### config.mk
export PLATFORM = sky130hd
export DESIGN_NAME = if_stage
export DESIGN_NICKNAME = d
export VERILOG_FILES = /design/src/rtl/if_stage_pkg.sv /design/src/rtl/if_id_reg.sv /design/src/rtl/if_stage.sv
export SDC_FILE = /design/constraint.sdc
export NUM_CORES = 1
export LEC_CHECK = 0
export ABC_AREA = 1
export CAP_MARGIN = 15
export CORE_MARGIN = 2
export CORE_UTILIZATION = 40
export CTS_CLUSTER_SIZE = 40
export DETAILED_ROUTE_END_ITERATION = 10
export HOLD_SLACK_MARGIN = 0.1
export PLACE_DENSITY = 0.66
export SYNTH_ARGS = -nofsm -noshare
export SYNTH_HDL_FRONTEND = slang
export SYNTH_SLANG_ARGS = --single-unit
### constraint.sdc
create_clock -name clk -period 5.4 [get_ports clk]
set_input_delay 1.08 -clock clk [delete_from_list [all_inputs] [get_ports clk]]
set_output_delay 1.08 -clock clk [all_outputs]
set_load 0.1 [all_outputs]
### src/rtl/if_stage_pkg.sv
`default_nettype none
// +-----------------------------------------------------------------------+
// | Package : if_stage_pkg                                                |
// | Shared MIPS fetch-stage definitions: next-PC select codes, opcode and |
// | function codes used with the hazard unit, and target helpers.         |
// | Revision: 1.0  initial release                                        |
// +-----------------------------------------------------------------------+
package if_stage_pkg;

  // next-PC select codes driven by the hazard unit
  localparam logic [1:0] c_PC_SEL_SEQ = 2'd0;
  localparam logic [1:0] c_PC_SEL_BR  = 2'd1;
  localparam logic [1:0] c_PC_SEL_J   = 2'd2;
  localparam logic [1:0] c_PC_SEL_JR  = 2'd3;

  // opcode / function codes shared with the hazard unit
  localparam logic [5:0] c_OP_RTYPE   = 6'h00;
  localparam logic [5:0] c_OP_J       = 6'h02;
  localparam logic [5:0] c_OP_BEQ     = 6'h04;
  localparam logic [5:0] c_OP_LW      = 6'h23;
  localparam logic [5:0] c_FUNC_JR    = 6'h08;

  // sign-extended, word-scaled branch displacement of an I-type instruction
  function automatic logic [31:0] branch_offset(input logic [31:0] inst);
    return {{14{inst[15]}}, inst[15:0], 2'b00};
  endfunction

  // pseudo-direct jump target: region bits of PC+4, 26-bit word index
  function automatic logic [31:0] jump_target(input logic [31:0] pc4,
                                              input logic [31:0] inst);
    return {pc4[31:28], inst[25:0], 2'b00};
  endfunction

endpackage
`default_nettype wire

### src/rtl/if_id_reg.sv
`default_nettype none
// +-----------------------------------------------------------------------+
// | Module  : if_id_reg                                                   |
// | IF/ID pipeline register. Priority: rst, hold (write_en=0), flush,     |
// | load. Hold beats flush so a redirecting instruction caught in a       |
// | load-use stall is kept and re-evaluated on the following cycle.       |
// | Revision: 1.0  initial release                                        |
// +-----------------------------------------------------------------------+
module if_id_reg #(
  parameter logic [31:0] NOP_INST = 32'h0000_0000
) (
  input  logic        clk,
  input  logic        rst,
  input  logic        i_write_en,
  input  logic        i_flush,
  input  logic [31:0] i_inst,
  input  logic [31:0] i_pc4,
  output logic [31:0] o_inst,
  output logic [31:0] o_pc4,
  output logic        o_valid
);

  logic [31:0] r_inst;
  logic [31:0] r_pc4;
  logic        r_valid;

  // rst / hold / flush / load priority chain
  always_ff @(posedge clk) begin
    if (rst) begin
      r_inst  <= NOP_INST;
      r_pc4   <= 32'd0;
      r_valid <= 1'b0;
    end else if (!i_write_en) begin
      r_inst  <= r_inst;
      r_pc4   <= r_pc4;
      r_valid <= r_valid;
    end else if (i_flush) begin
      r_inst  <= NOP_INST;
      r_pc4   <= 32'd0;
      r_valid <= 1'b0;
    end else begin
      r_inst  <= i_inst;
      r_pc4   <= i_pc4;
      r_valid <= 1'b1;
    end
  end

  assign o_inst  = r_inst;
  assign o_pc4   = r_pc4;
  assign o_valid = r_valid;

endmodule
`default_nettype wire

### src/rtl/if_stage.sv
`default_nettype none
// +-----------------------------------------------------------------------+
// | Module  : if_stage                                                    |
// | MIPS instruction-fetch stage: PC register, branch/jump target adders, |
// | next-PC mux and the IF/ID pipeline register.                          |
// | Optional: define IF_PERF_CNT_EN to add stall/flush/fetch counters.    |
// | Revision: 1.0  initial release                                        |
// +-----------------------------------------------------------------------+
module if_stage
  import if_stage_pkg::*;
#(
  parameter logic [31:0] RESET_PC = 32'h0000_0000,
  parameter logic [31:0] NOP_INST = 32'h0000_0000
`ifdef IF_PERF_CNT_EN
  ,
  parameter int          CNT_W    = 32
`endif
) (
  input  logic             clk,
  input  logic             rst,
  input  logic             pc_write,
  input  logic [1:0]       pc_sel,
  input  logic             IF_ID_write_en,
  input  logic             IF_ID_flush,
  input  logic [31:0]      jr_target,
  input  logic [31:0]      imem_rdata,
  output logic [31:0]      imem_addr,
  output logic [31:0]      pc,
  output logic [31:0]      IF_ID_inst,
  output logic [31:0]      IF_ID_pc4,
  output logic             IF_ID_valid
`ifdef IF_PERF_CNT_EN
  ,
  output logic [CNT_W-1:0] stall_cnt,
  output logic [CNT_W-1:0] flush_cnt,
  output logic [CNT_W-1:0] fetch_cnt
`endif
);

  logic [31:0] r_pc;
  logic [31:0] w_pc4;
  logic [31:0] w_br_tgt;
  logic [31:0] w_j_tgt;
  logic [31:0] w_next_pc;

  // targets are formed from the instruction sitting in IF/ID (decided in ID)
  assign w_pc4    = r_pc + 32'd4;
  assign w_br_tgt = IF_ID_pc4 + branch_offset(IF_ID_inst);
  assign w_j_tgt  = jump_target(IF_ID_pc4, IF_ID_inst);

  // next-PC select; jr_target passes through with its low bits untouched
  always_comb begin
    w_next_pc = w_pc4;
    case (pc_sel)
      c_PC_SEL_SEQ: w_next_pc = w_pc4;
      c_PC_SEL_BR:  w_next_pc = w_br_tgt;
      c_PC_SEL_J:   w_next_pc = w_j_tgt;
      c_PC_SEL_JR:  w_next_pc = jr_target;
      default:      w_next_pc = w_pc4;
    endcase
  end

  // PC register; select is irrelevant while pc_write is low
  always_ff @(posedge clk) begin
    if (rst) begin
      r_pc <= RESET_PC;
    end else if (pc_write) begin
      r_pc <= w_next_pc;
    end
  end

  assign pc        = r_pc;
  assign imem_addr = r_pc;

  if_id_reg #(
    .NOP_INST (NOP_INST)
  ) u_if_id_reg (
    .clk        (clk),
    .rst        (rst),
    .i_write_en (IF_ID_write_en),
    .i_flush    (IF_ID_flush),
    .i_inst     (imem_rdata),
    .i_pc4      (w_pc4),
    .o_inst     (IF_ID_inst),
    .o_pc4      (IF_ID_pc4),
    .o_valid    (IF_ID_valid)
  );

`ifdef IF_PERF_CNT_EN
  localparam logic [CNT_W-1:0] c_CNT_ONE = {{(CNT_W-1){1'b0}}, 1'b1};

  logic [CNT_W-1:0] r_stall_cnt;
  logic [CNT_W-1:0] r_flush_cnt;
  logic [CNT_W-1:0] r_fetch_cnt;
  logic             w_flush_eff;
  logic             w_fetch_eff;

  // flush only counts when it is not masked by an IF/ID hold
  assign w_flush_eff = IF_ID_write_en &  IF_ID_flush;
  assign w_fetch_eff = IF_ID_write_en & ~IF_ID_flush;

  // free-running wrap-around event counters
  always_ff @(posedge clk) begin
    if (rst) begin
      r_stall_cnt <= '0;
      r_flush_cnt <= '0;
      r_fetch_cnt <= '0;
    end else begin
      if (!pc_write)   r_stall_cnt <= r_stall_cnt + c_CNT_ONE;
      if (w_flush_eff) r_flush_cnt <= r_flush_cnt + c_CNT_ONE;
      if (w_fetch_eff) r_fetch_cnt <= r_fetch_cnt + c_CNT_ONE;
    end
  end

  assign stall_cnt = r_stall_cnt;
  assign flush_cnt = r_flush_cnt;
  assign fetch_cnt = r_fetch_cnt;
`endif

endmodule
`default_nettype wire

==> flow_summary.toml <==
[status]
status = "finished, final reports clean"

[power]
swShare_pct = 39.5
p_sw_w = 0.000812
ir_worst_vdd_mv = 0.192
power_frac_seq_pct = 38.4
leakagePower_nw = 4.09
pwr_density_cell_mw_per_mm2 = 215
clkPwrFrac_pct = 32.1
power.internal_w = 0.00124
pwr-share-comb_pct = 29.5

[synthesis]
netlist_instances = 1224
synth_nets = 1326
syn_avg_cell_area_um2 = 5.99
seq_area_frac_synth_pct = 26.5
yosysTopAreaCell = "dfxtp_1"
yosys_register_bits = 97
yosysTopAreaCellShare_pct = 26.5
synth_area_mm2 = 0.00733
yosysUniqueCellTypes = 41
ys_top_cells_by_area = "dfxtp_1, nand2_1, a21oi_1"
yosys_warnings = 0

[global_route]
grt_pass1_vias = 7944
grt_use_total_pct = 28.3
grt_max_degree = 66
grt_overflow = 0
met1_usage_pct = 34.4
top_usage_layer = "met2"
grt_use_met3_pct = 5.61
antenna_found_initial = 0
grt_util_met2_pct = 48.0
grt_pass1_wl_mm = 43.3

[cells_and_area]
n_fill_cell = 1918
nNetsFinal = 1466
utilization_pct = 53.1
final_layout_size_suffix_gt1_share_pct = 4.53
final_common_cell = "nand2_1"
area_growth_pct = 30.1
mostFrequentLayoutCells = "nand2_1, clkdlybuf4s50_1, a21oi_1"

[detailed_routing]
wl_per_cell_um = 17.2
drt-total-wl_mm = 27.5
ant_nets = 0
drtPass1Iterations = 5
drc = 0
via_per_inst = 5.25
drtIter0Drc = 582
vias = 8393

[timing]
finalClockSkew_ps = 8.31
hold_viol = 0
setup_ws_ps = 1840
min_period_over_period_pct = 65.9
finalSetupViolCount = 0
setup_tns_ps = 0
slew_violations = 0
worst_pin_slew_ps = 1180
slew_headroom_pct = 21.5
rsz0062_at_grt = "false"
max_freq_mhz = 281
final.min_clock_period_ps = 3560

[setup_path]
path_class = "flip-flop to output port"
cp_data_arrival_time_ps = 2480
crit_chain = "clkdlybuf4s50_1"
slowest_stage = "clkdlybuf4s50_1"
crit_path_max_fanout = 18
start_kind = "flip-flop"
max_stage_delay_ps = 1270
crit_required_ps = 4320
cp-end-kind = "output port"
cp_num_buf_inv = 1
cp_top_family = "buffers and inverters"

[clocking]
htreeDepth = 3
cts_tree = "done"
cts_buffers = 9
cts_hold_buf = 0
cts_setup_buffers = 0
clock-root-buffer = "clkbuf_16"
cts_buffer_depth = 2
post_cts_resized = 0
clk-insertion-delay-late_ps = 370
clock_sinks = 97
cts.reportedPaths.clkPinSlew_ps = 80

[placement]
io_buffers = 199
dp_slack_ps = 1970
place_congestion = 0.951
hpwl_mm = 21.5

[die]
start_util_pct = 40.8
io_pins = 200
die_y_um = 139
row_count = 49
core_mm2 = 0.0180
die_x_um = 139
fp.dieArea_mm2 = 0.0194

[flow_run]
maxCapViolations = 0

[worst_hold_path]
min_path_type = "flip-flop to flip-flop"
==> flip-flops by register name, summed over array words and instances, names as in the netlist <==
signal	count
imem_addr	32
u_if_id_reg.o_inst	32
u_if_id_reg.o_pc4	32
u_if_id_reg.o_valid	1
==> power groups by stage <==
stage	Sequential (W)	Clock, W	Combinational, W
2_1_floorplan	0.000978	0	0.000257
3_3_place_gp	0.000805	0	0.000603
3_5_place_dp	0.000805	0	0.000604
4_1_cts	0.000788	0.000669	0.000606
5_1_grt	0.000793	0.000695	0.000635
6_report	0.000789	0.000660	0.000605
==> layer usage <==
layer	vias up	wire, um	share of wire, %
met1	3781	11500	42
met2	365	12700	46
met3	65	2060	7.5
met5	-	0	0
li1	4182	-	-
met4	0	1160	4.2
==> logic make-up after synthesis <==
kind of cell	after synthesis	synth area share, %
and+or+nand+nor	686	39.7
adders and majority gates	31	5.39
xor gates and xnor gates	18	2.15
buffers and inverters	210	12.6
DFF	97	26.5
AOI/OAI and AO/OA	182	13.7
==> metrics by stage <==
stage	std cells	power, W	area [um^2]	hold WS, ps
after floorplan	1224	0.00123	7330	909
after global placement	1582	0.00141	9240	453
after detailed placement	1582	0.00141	9240	457
after CTS	1598	0.00206	9540	470
after global routing	1598	0.00212	9540	486
final	1599	0.00205	9540	471
==> worst min-delay path, stage by stage (launching register included) <==
cell and delay [ps]:
dfxtp_1 320, nand2_1 60, a21oi_1 50
==> cell type report <==
| class | count | area [um^2] | area share [%] |
|---|---|---|---|
| Multi-Input combinational cell | 917 | 4480 | 46.9 |
| Timing Repair Buffer | 204 | 2020 | 21.2 |
| Sequential cell | 97 | 1940 | 20.4 |
| Inverter | 135 | 507 | 5.31 |
| Tap cell | 229 | 287 | 3.00 |
| Clock buffer | 10 | 239 | 2.51 |
| Clock inverter | 6 | 58.8 | 0.617 |
| Antenna cell | 1 | 2.50 | 0.0262 |
==> cell usage after synthesis (all sizes together) <==
master   number
inv         131
clkinv        4
or2          21
nand4        18
and2          4
nor2         75
a221oi       13
dfxtp        97
xor2         11
ha           30
a21o          3
a21oi       134
nor3         18
o211ai        1
a41oi         2
nand3b        2
a31oi         5
o21ai        18
o2111ai       2
nand3        80
and3          1
fa            1
nor3b         1
xnor2         7
buf          41
clkbuf       34
a2bb2oi       2
nand2       466
o21bai        2
==> worst paths after layout <==
check / slack [ps] / end / from / cells past startpoint
max reg2reg: 2690 / imem_addr[30]$_SDFFE_PP0P_ / u_if_id_reg.o_inst[15]$_SDFFE_PP0P_ / 13
max: 1840 / IF_ID_inst[15] / u_if_id_reg.o_inst[15]$_SDFFE_PP0P_ / 1
min: 470 / u_if_id_reg.o_inst[31]$_SDFFE_PP0P_ / u_if_id_reg.o_inst[31]$_SDFFE_PP0P_ / 2
min reg2reg: 470 / u_if_id_reg.o_inst[31]$_SDFFE_PP0P_ / u_if_id_reg.o_inst[31]$_SDFFE_PP0P_ / 2
(Power assumes the default switching activity.)
